### config.mk
export PLATFORM = sky130hd
export DESIGN_NAME = fp_mul_pipe
export DESIGN_NICKNAME = d
export VERILOG_FILES = /design/src/rtl/fp_mul_pipe.sv
export SDC_FILE = /design/constraint.sdc
export NUM_CORES = 1
export LEC_CHECK = 0
export ABC_AREA = 0
export CORE_UTILIZATION = 52
export DETAILED_ROUTE_END_ITERATION = 12
export PLACE_DENSITY = 0.88
export SLEW_MARGIN = 40
export SYNTH_ARGS = -nofsm -noshare
export SYNTH_HDL_FRONTEND = slang
export SYNTH_SLANG_ARGS = --single-unit
### constraint.sdc
create_clock -name clk -period 5.5 [get_ports clk]
set_input_delay 1.1 -clock clk [delete_from_list [all_inputs] [get_ports clk]]
set_output_delay 1.1 -clock clk [all_outputs]
set_load 0.01 [all_outputs]
### src/rtl/fp_mul_pipe.sv
// Three-stage pipelined small-float multiplier, approximate (Mitchell) or exact truncated mantissa per transaction.
// Latency 3 cycles, 1 result/cycle; the whole pipe stalls together while out_valid && !out_ready.
module fp_mul_pipe #(
    parameter int EXP_BITS      = 4,
    parameter int MANTISSA_BITS = 3,
    parameter int BIAS          = (1 << (EXP_BITS - 1)) - 1,
    parameter int CNT_W         = 8
) (
    input  logic                               clk,
    input  logic                               rst,
    input  logic                               in_valid,
    output logic                               in_ready,
    input  logic [EXP_BITS+MANTISSA_BITS:0]    in_a,
    input  logic [EXP_BITS+MANTISSA_BITS:0]    in_b,
    input  logic                               in_mode,
    output logic                               out_valid,
    input  logic                               out_ready,
    output logic [EXP_BITS+MANTISSA_BITS:0]    out_data,
    output logic                               out_zero,
    output logic                               out_udf,
    output logic                               out_ovf,
    input  logic                               cnt_clr,
    output logic [CNT_W-1:0]                   ovf_cnt,
    output logic [CNT_W-1:0]                   udf_cnt
);
    localparam int M  = MANTISSA_BITS;
    localparam int E  = EXP_BITS;
    localparam int W  = 1 + E + M;
    localparam int EW = E + 3;
    localparam logic [EW-1:0] BIAS_W = EW'(BIAS);
    localparam logic [EW-1:0] EMAX_W = EW'((1 << E) - 1);

    logic adv;
    assign adv      = !out_valid || out_ready;
    assign in_ready = adv;

    // Stage 1: operand capture
    logic         s1_vld;
    logic [W-1:0] s1_a;
    logic [W-1:0] s1_b;
    logic         s1_mode;

    always_ff @(posedge clk) begin
        if (rst) begin
            s1_vld  <= 1'b0;
            s1_a    <= '0;
            s1_b    <= '0;
            s1_mode <= 1'b0;
        end else if (adv) begin
            s1_vld  <= in_valid;
            s1_a    <= in_a;
            s1_b    <= in_b;
            s1_mode <= in_mode;
        end
    end

    logic         sa, sb;
    logic [E-1:0] ea, eb;
    logic [M-1:0] ma, mb;
    assign {sa, ea, ma} = s1_a;
    assign {sb, eb, mb} = s1_b;

    logic [M:0]       m_sum;
    logic [2*M+1:0]   p;
    logic             unused_p;
    logic             carry;
    logic [M-1:0]     mant;
    logic [EW-1:0]    e_raw;

    assign m_sum    = {1'b0, ma} + {1'b0, mb};
    assign p        = (2*M+2)'({1'b1, ma}) * (2*M+2)'({1'b1, mb});
    assign unused_p = ^p[M-1:0];

    always_comb begin
        carry = 1'b0;
        mant  = '0;
        if (s1_mode) begin
            if (p[2*M+1]) begin
                carry = 1'b1;
                mant  = p[2*M:M+1];
            end else begin
                carry = 1'b0;
                mant  = p[2*M-1:M];
            end
        end else begin
            carry = m_sum[M];
            mant  = m_sum[M-1:0];
        end
    end

    // Two's-complement arithmetic; bit EW-1 is the sign of the biased exponent.
    assign e_raw = {3'b000, ea} + {3'b000, eb} - BIAS_W + {{(EW-1){1'b0}}, carry};

    // Stage 2: mantissa result, carry folded into raw exponent
    logic          s2_vld;
    logic          s2_sign;
    logic          s2_zero;
    logic [M-1:0]  s2_mant;
    logic [EW-1:0] s2_exp;

    always_ff @(posedge clk) begin
        if (rst) begin
            s2_vld  <= 1'b0;
            s2_sign <= 1'b0;
            s2_zero <= 1'b0;
            s2_mant <= '0;
            s2_exp  <= '0;
        end else if (adv) begin
            s2_vld  <= s1_vld;
            s2_sign <= sa ^ sb;
            s2_zero <= (ea == '0) || (eb == '0);
            s2_mant <= mant;
            s2_exp  <= e_raw;
        end
    end

    logic [W-1:0] nxt_data;
    logic         nxt_zero, nxt_udf, nxt_ovf;

    always_comb begin
        nxt_data = '0;
        nxt_zero = 1'b0;
        nxt_udf  = 1'b0;
        nxt_ovf  = 1'b0;
        if (s2_zero) begin
            nxt_data = {s2_sign, {(W-1){1'b0}}};
            nxt_zero = 1'b1;
        end else if (s2_exp[EW-1] || (s2_exp == '0)) begin
            nxt_data = {s2_sign, {(W-1){1'b0}}};
            nxt_udf  = 1'b1;
        end else if (s2_exp > EMAX_W) begin
            nxt_data = {s2_sign, {(W-1){1'b1}}};
            nxt_ovf  = 1'b1;
        end else begin
            nxt_data = {s2_sign, s2_exp[E-1:0], s2_mant};
        end
    end

    // Stage 3: classified, packed output registers
    always_ff @(posedge clk) begin
        if (rst) begin
            out_valid <= 1'b0;
            out_data  <= '0;
            out_zero  <= 1'b0;
            out_udf   <= 1'b0;
            out_ovf   <= 1'b0;
        end else if (adv) begin
            out_valid <= s2_vld;
            out_data  <= nxt_data;
            out_zero  <= nxt_zero;
            out_udf   <= nxt_udf;
            out_ovf   <= nxt_ovf;
        end
    end

    logic delivered;
    assign delivered = out_valid && out_ready;

    // Saturating event counters; clear wins over a same-cycle increment
    always_ff @(posedge clk) begin
        if (rst || cnt_clr) begin
            ovf_cnt <= '0;
            udf_cnt <= '0;
        end else begin
            if (delivered && out_ovf && (ovf_cnt != {CNT_W{1'b1}}))
                ovf_cnt <= ovf_cnt + 1'b1;
            if (delivered && out_udf && (udf_cnt != {CNT_W{1'b1}}))
                udf_cnt <= udf_cnt + 1'b1;
        end
    end

endmodule
### Word-level counts from Yosys, hierarchy flattened

Cells that the tools add are included.

* word-level logic and storage cells: 53
* input port bits: 22
* register bits: 59

* reductions and logical operators: 13
* order comparisons: 1
* multiply operators: 1
* mux-type cells: 13
* bitwise logic cells: 1
* $add $sub $neg: 6
* eq/ne operators: 2

Operators by type and width (count)
* 7-bit 2-to-1 mux: 3
* 8-bit by 1-bit adder with 8-bit output, second input constant: 2
* 8-bit != test, second input constant: 2
* 4-bit logical NOT: 2
* 4-bit by 4-bit multiplier with 8-bit output: 1
* 1-bit 2-to-1 mux: 8
* 6-bit by 2-bit adder with 7-bit output: 1
* 7-bit by 4-bit > comparator with 1-bit output, second input constant: 1
* 7-bit logical NOT: 1
* 3-bit 2-to-1 mux: 2
* 5-bit by 3-bit subtractor with 6-bit output, second input constant: 1
* 4-bit by 4-bit adder with 5-bit output: 1
* 1-bit logical AND: 5
* 3-bit by 3-bit adder with 4-bit output: 1
* 1-bit logical OR: 4
* 1-bit logical NOT: 1
* 1-bit XOR: 1

### Longest topological paths before layout

Gate-level depths: netlist of the first run.

* word-level depth: 4
* gate-level depth with buffers: 18
* mapped depth without buffers: 18

### Worst setup path before layout of the first run

OpenSTA, ideal clock, no wires.

* path kind: register -> register
* from: register s1_a[1]
* to: register s2_exp[4]
* data arrival time: 3687 ps
* slack: 1673 ps
* library setup time: 140 ps
* path buffers: 0
* stages on the path, launching flop included: 18
* cell sequence: dfxtp_1 -> inv_1 -> nor2_1 -> fa_1 -> inv_1 -> fa_1 -> inv_1 -> ha_1 -> nand4_1 -> o21ai_2 -> o31ai_1 -> or2_1 -> a21oi_1 -> ha_1 -> nand2_1 -> or2_2 -> o311ai_0 -> o211ai_1

* longest elaborated chain between the ends: 4
* elaborated cells between the ends (all ways): 5
* classes of those cells: 2 x add/sub; 1 x mul; 2 x mux

Ends and longest elaborated chain
* start: declaration: RTL line 39 `logic [W-1:0] s1_a;`
* start signal: assignment: RTL line 51 `s1_a <= in_a;`
* 4-bit by 4-bit multiplier with 8-bit output: RTL line 71 `assign p = (2*M+2)'({1'b1, ma}) * (2*M+2)'({1'b1, mb});`
* 1-bit 2-to-1 mux: RTL line 78 `if (p[2*M+1]) begin`
* 1-bit 2-to-1 mux (*): RTL line 77 `if (s1_mode) begin`
* 6-bit by 2-bit adder with 7-bit output (*): RTL line 92 `assign e_raw = {3'b000, ea} + {3'b000, eb} - BIAS_W + {{(EW-1){1'b0}}, carry};`
* end signal: assignment: RTL line 113 `s2_exp <= e_raw;`
* end: declaration: RTL line 99 `logic [EW-1:0] s2_exp;`

Every way passes the cells marked *; elsewhere a longest branch is shown, timed or not.
A chain may end at the register's enable or synchronous reset.

### Final worst setup path of the first run

* from: register s1_b[2]
* to: register s2_exp[6]

* longest elaborated chain between the ends: 4
* elaborated cells between the ends (all ways): 5
* classes of those cells: 2 x add/sub; 1 x mul; 2 x mux

Ends and longest elaborated chain
* start: declaration: RTL line 40 `logic [W-1:0] s1_b;`
* start signal: assignment: RTL line 52 `s1_b <= in_b;`
* 4-bit by 4-bit multiplier with 8-bit output: RTL line 71
* 1-bit 2-to-1 mux: RTL line 78
* 1-bit 2-to-1 mux (*): RTL line 77
* 6-bit by 2-bit adder with 7-bit output (*): RTL line 92

Marked as above.

==> results of run 1 <==
-- power by group --
group	total (mW)	internal, mW	switching, mW
Sequential	0.483	0.458	0.0248
Combinational	0.191	0.0937	0.0973
Clock	0.342	0.175	0.167
Total	1.02	0.726	0.289
-- metal layers --
layer / global-route usage, % / part of all wire [%] / vias up
li1: - / - / 1395
met4: 7.68 / 1.6 / 0
met5: 0 / 0 / -
met2: 40.2 / 49 / 98
met1: 26.0 / 44 / 1272
met3: 5.57 / 4.7 / 14
-- flip-flops by register name (all words and copies together), names as in the netlist --
signal,count
ovf_cnt,8
out_udf,1
udf_cnt,8
s2_vld,1
s2_sign,1
s2_exp,7
s1_vld,1
out_valid,1
s1_mode,1
s1_a,8
s2_zero,1
out_data,8
s2_mant,3
out_zero,1
s1_b,8
out_ovf,1
-- area by class of cell --
type	count	area share, %
inverters	27	2.59
flip-flops and latches	59	30.2
repair buffers	52	13.2
clock inverters	4	0.672
multi-input cells	279	47.2
well taps	75	2.40
clock buffers	12	3.71
-- cells by family (layout without fill, tap and decap cells) --
family / count (synthesis) / count (layout) / synth area share (%)
simple gates: 144 / 144 / 21.1
compound gates: 80 / 80 / 16.1
flops: 59 / 59 / 36.7
buf+inv: 45 / 95 / 5.92
fa+ha+maj: 29 / 29 / 12.9
xor+xnor: 22 / 22 / 5.99
mux: 4 / 4 / 1.25
-- critical path, stage by stage (launching register included) --
cell	delay [ps]
dfxtp_1	370
ha_1	280
inv_1	100
fa_1	490
inv_1	40
ha_1	300
ha_1	360
a21oi_1	190
o21ai_2	130
o31ai_1	530
or2_1	190
a21oi_1	90
ha_1	250
and3b_1	240
nor2_1	100
o22ai_1	80
or3_1	310
a21oi_1	150
-- worst max path at each step --
stage | start | endpoint | slack [ps] | cells after the start
after global placement | s1_a[1]$_SDFFE_PP0P_ | s2_exp[4]$_SDFFE_PP0P_ | 1490 | 17
after detailed placement | s1_a[1]$_SDFFE_PP0P_ | s2_exp[4]$_SDFFE_PP0P_ | 1250 | 17
after floorplan | s1_a[1]$_SDFFE_PP0P_ | s2_exp[4]$_SDFFE_PP0P_ | 1670 | 17
after global routing | s1_a[1]$_SDFFE_PP0P_ | s2_exp[6]$_SDFFE_PP0P_ | 860 | 18
after CTS | s1_a[1]$_SDFFE_PP0P_ | s2_exp[4]$_SDFFE_PP0P_ | 1250 | 17
final | s1_b[2]$_SDFFE_PP0P_ | s2_exp[6]$_SDFFE_PP0P_ | 1210 | 17
-- cells in the final DEF (no fill, tap or decap), types with 4 or more instances in the layout --
| master | count |
|---|---|
| xnor2_1 | 10 |
| nand3_1 | 10 |
| xor2_1 | 12 |
| o21ai_1 | 7 |
| or3_1 | 5 |
| mux2i_1 | 4 |
| clkbuf_8 | 10 |
| nand3b_1 | 4 |
| ha_1 | 22 |
| nor2_1 | 31 |
| nand4_1 | 5 |
| nand2_1 | 65 |
| clkdlybuf4s50_1 | 50 |
| a311oi_1 | 4 |
| inv_1 | 26 |
| nor3_1 | 4 |
| fa_1 | 7 |
| a211oi_1 | 6 |
| dfxtp_1 | 59 |
| a21oi_1 | 39 |
==> impl_metrics.toml, run 1 <==
[outcome]
outcome = "completed"

[clock_network]
cts_tree = "yes"
ctsLongestPathBuffers = 2
htree_levels = 3
cts_buffers = 9
cts.repair.resized = 0
cts_root_buf = "clkbuf_8"
cts_num_sinks = 59
clkTransAtPathRegs_ps = 70
post_cts_buffers = 0
clock_latency_ps = 330
hold_buffers = 0

[logic_synthesis]
synth_fp_nets = 434
yosys_warnings = 0
netlist.top_cell.by_area = "dfxtp_1"
avgSynthCellArea_um2 = 8.39
yosys-top-cells-count = "nand2_1 (65), dfxtp_1 (59), a21oi_1 (39)"
synth_most_common_cell = "nand2_1"
ys_seq_elements = 59
syn-cell-area_mm2 = 0.00321
ys_seq_area_share_pct = 36.7
synth_cells = 383
async_flop_share_pct = 0
synth-edff-count = 0
synth_top_cell_area_share_pct = 36.7
ys_types = 51
ys.flop_type = "dfxtp_1"
synthTopCellsByArea = "dfxtp_1 (37%), ha_1 (8.6%), nand2_1 (7.6%)"

[die]
die-height_um = 80.6
die_area_mm2 = 0.00650
core_mm2 = 0.00596
initial_core_util_pct = 54.0
die_x_um = 80.6
num_rows = 28
io-pin-count = 51

[route]
drc = 0
drt_wl_total_um = 6670
drt_iter0_markers = 150
vias = 2779
drt_first_pass_iters = 4
viasPerCell = 5.47
drtAntennaViolNets = 0
routedWlPerCell_um = 13.1

[timing]
rsz0062_at_grt = "no"
worst_hold_slack_ps = 450
fmax_ghz = 0.233
finalCritPeriodShare_pct = 77.9
finalMaxSlewViolations = 0
setup_violations = 0
relSlewSlack_pct = 58.3
hold_violations = 0
tightest_slew_ps = 625
finalSetupTns_ps = 0
setup_slack_ps = 1210
fin_crit_ps = 4290
clock_skew_ps = 6.99

[finish]
area_delta_synth_final_pct = 21.6
final_util_pct = 65.6
seq_area_mm2 = 0.00118
final_cells = 508
drive_above_1_share_pct = 5.54
num-nets-final = 479
design_area_mm2 = 0.00391
multi_input_comb_area_mm2 = 0.00185
n_fill_cell = 493
diodes = 0

[pwr]
peakVddDrop_uv = 183
power_density_mw_per_mm2 = 260
leakage_nw = 1.56
total_power_mw = 1.02

[placement]
port_buffers = 50
post-place-ws_ps = 1250
gp_congestion = 0.854
place_area_mm2 = 0.00374
hpwlAfterDp_um = 4800
place_inst = 492

[critical_path]
critPathCaptureType = "register"
r2r_cells = 17
cp_data_arrival_time_ps = 4550
timing.rr.start = "s1_b[2]$_SDFFE_PP0P_"
crit_type = "register to register"
reg2reg_to = "s2_exp[6]$_SDFFE_PP0P_"
reg2reg_slack_ps = 1210
worstPathMaxFanout = 6
crit_required_ps = 5760
cp-start-kind = "register"

[global_route]
grt_pass1_vias = 2663
overflow = 0
grt_use_total_pct = 22.5
grt_max_degree = 49
grt_pass1_wl_um = 11400
antenna_found_initial = 0

[min_path]
hp-start = "s1_vld$_SDFFE_PP0P_"
holdPathEnd = "s2_vld$_SDFFE_PP0P_"
hp-class = "register to register"
min_path_cells = 2

[job]
drv_cap = 0
Power figures use the tool's default switching activity.
==> run 2: changes to the inputs <==
==> constraint.sdc (replaced) <==
create_clock -name clk -period 4.31 [get_ports clk]
set_input_delay 0.862 -clock clk [delete_from_list [all_inputs] [get_ports clk]]
set_output_delay 0.862 -clock clk [all_outputs]
set_load 0.01 [all_outputs]
==> impl_metrics.toml, run 2 (synthesis results as in run 1) <==
[route]
routedWlPerCell_um = 13.3
viasPerCell = 5.54
drt_iter0_markers = 103
drtAntennaViolNets = 0
drc = 0
vias = 2816
drt_wl_total_um = 6780
drt_first_pass_iters = 4

[finish]
final_common_cell = "nand2_1"
final_util_pct = 66.3
area_delta_synth_final_pct = 22.8
final_cells = 508
n_fill_cell = 504
num-nets-final = 480
drive_above_1_share_pct = 7.39
final_cell_mix = "nand2_1 (65), dfxtp_1 (56), clkdlybuf4s50_1 (50), a21oi_1 (38), nor2_1 (31)"
design_area_mm2 = 0.00395
diodes = 0
multi_input_comb_area_mm2 = 0.00187
seq_area_mm2 = 0.00118

[timing]
worst_hold_slack_ps = 452
finalCritPeriodShare_pct = 95.5
hold_violations = 0
finalMaxSlewViolations = 0
relSlewSlack_pct = 53.9
fmax_ghz = 0.243
setup_violations = 0
tightest_slew_ps = 689
clock_skew_ps = 8.37
fin_crit_ps = 4120

[clock_network]
hold_buffers = 0
ctsLongestPathBuffers = 2
cts_buffers = 9
cts_tree = "yes"
clock_latency_ps = 340
cts_root_buf = "clkbuf_8"
clkTransAtPathRegs_ps = 60
cts_num_sinks = 59
htree_levels = 3

[die]
initial_core_util_pct = 54.0
core_mm2 = 0.00596
io-pin-count = 51
num_rows = 28
die-height_um = 80.6
die_area_mm2 = 0.00650
die_x_um = 80.6

[critical_path]
critPathMaxStageDelay_ps = 500
cp-start-kind = "register"
worstPathMaxFanout = 6
path_cells = "ha_4 > inv_1 > fa_1 > fa_1 > inv_1 > ha_1 > o21ai_0 > a22oi_1 > o31ai_2 > or2_1 > a21oi_2 > ha_1 > nand2_1 > or2_2 > o311ai_0 > o211ai_1"
crit_slowest_cell = "fa_1"
reg2reg_to = "s2_exp[4]$_SDFFE_PP0P_"
reg2reg_slack_ps = 190
cp_data_arrival_time_ps = 4320
r2r_cells = 16
path_buf_inv = 2
crit_required_ps = 4510
crit_type = "register to register"
timing.rr.start = "s1_b[2]$_SDFFE_PP0P_"
critPathCaptureType = "register"
critPathTopFamily = "adder cells"

[global_route]
grt_max_degree = 44
grt_pass1_vias = 2658
antenna_found_initial = 0
grt_use_total_pct = 22.7
grt_pass1_wl_um = 11400
overflow = 0

[placement]
gp_congestion = 0.839
place_area_mm2 = 0.00374
place_inst = 493
port_buffers = 50
hpwlAfterDp_um = 4870

[outcome]
outcome = "completed"

[pwr]
peakVddDrop_uv = 191
power_density_mw_per_mm2 = 333
leakage_nw = 1.57

[min_path]
holdPathEnd = "out_zero$_SDFFE_PP0P_"
min_path_cells = 2
hp-class = "register to register"
hp-start = "out_zero$_SDFFE_PP0P_"

[job]
drv_cap = 0
[run 2: stage by stage]
| stage | TNS, ps | worst slack [ps] | total power [mW] |
|---|---|---|---|
| after floorplan | 0 | 483 | 0.787 |
| after global placement | 0 | 308 | 0.857 |
| after detailed placement | 0 | 83.1 | 0.868 |
| after CTS | 0 | 35.9 | 1.32 |
| after global routing | -28.6 | -18.5 | 1.38 |
| final | 0 | 194 | 1.31 |
[run 2: routing by layer]
layer / track usage [%] / vias up / part of all wire (%)
li1: - / 1402 / -
met1: 25.7 / 1318 / 43
met2: 41.0 / 88 / 51
met3: 6.25 / 8 / 5.2
met4: 6.79 / 0 / 0.81
met5: 0 / - / 0
[run 2: worst max-delay path by stage]
stage | startpoint | end | slack, ps | cells past startpoint
finish | s1_b[2]$_SDFFE_PP0P_ | s2_exp[4]$_SDFFE_PP0P_ | 190 | 16
global route | s1_a[1]$_SDFFE_PP0P_ | s2_exp[6]$_SDFFE_PP0P_ | -20 | 18
CTS | s1_b[2]$_SDFFE_PP0P_ | s2_exp[4]$_SDFFE_PP0P_ | 40 | 16
detailed placement | s1_b[2]$_SDFFE_PP0P_ | s2_exp[4]$_SDFFE_PP0P_ | 80 | 16
global placement | s1_a[1]$_SDFFE_PP0P_ | s2_exp[4]$_SDFFE_PP0P_ | 310 | 17
floorplan | s1_a[1]$_SDFFE_PP0P_ | s2_exp[4]$_SDFFE_PP0P_ | 480 | 17
[run 2: area by class of cell]
cell class | instances | share of cell area, %
Clock inverter | 4 | 0.666
Clock buffer | 11 | 3.84
Tap cell | 75 | 2.38
Inverter | 27 | 2.57
Sequential cell | 59 | 30.0
Timing Repair Buffer | 53 | 13.2
Multi-Input combinational cell | 279 | 47.3
[run 2: where the power goes]
part | switching [mW] | total, mW | leakage [nW] | internal (mW)
sequential | 0.0320 | 0.616 | 0.486 | 0.584
combinational | 0.125 | 0.246 | 0.992 | 0.121
clock | 0.216 | 0.451 | 0.0912 | 0.235
total | 0.372 | 1.31 | 1.57 | 0.941
[run 2: what timing repair did]
action | CTS | global route
resized for setup | 0 | 7
setup buffers | 0 | 0
endpoints found under the setup margin | 0 | 3
[run 2: worst reg2reg max path, cell delays in order (launching register included)]
cell and delay, ps:
dfxtp_2 370, ha_4 170, inv_1 70, fa_1 410, fa_1 500, inv_1 40
ha_1 370, o21ai_0 130, a22oi_1 250, o31ai_2 150, or2_1 270, a21oi_2 180
ha_1 190, nand2_1 70, or2_2 320, o311ai_0 350, o211ai_1 140
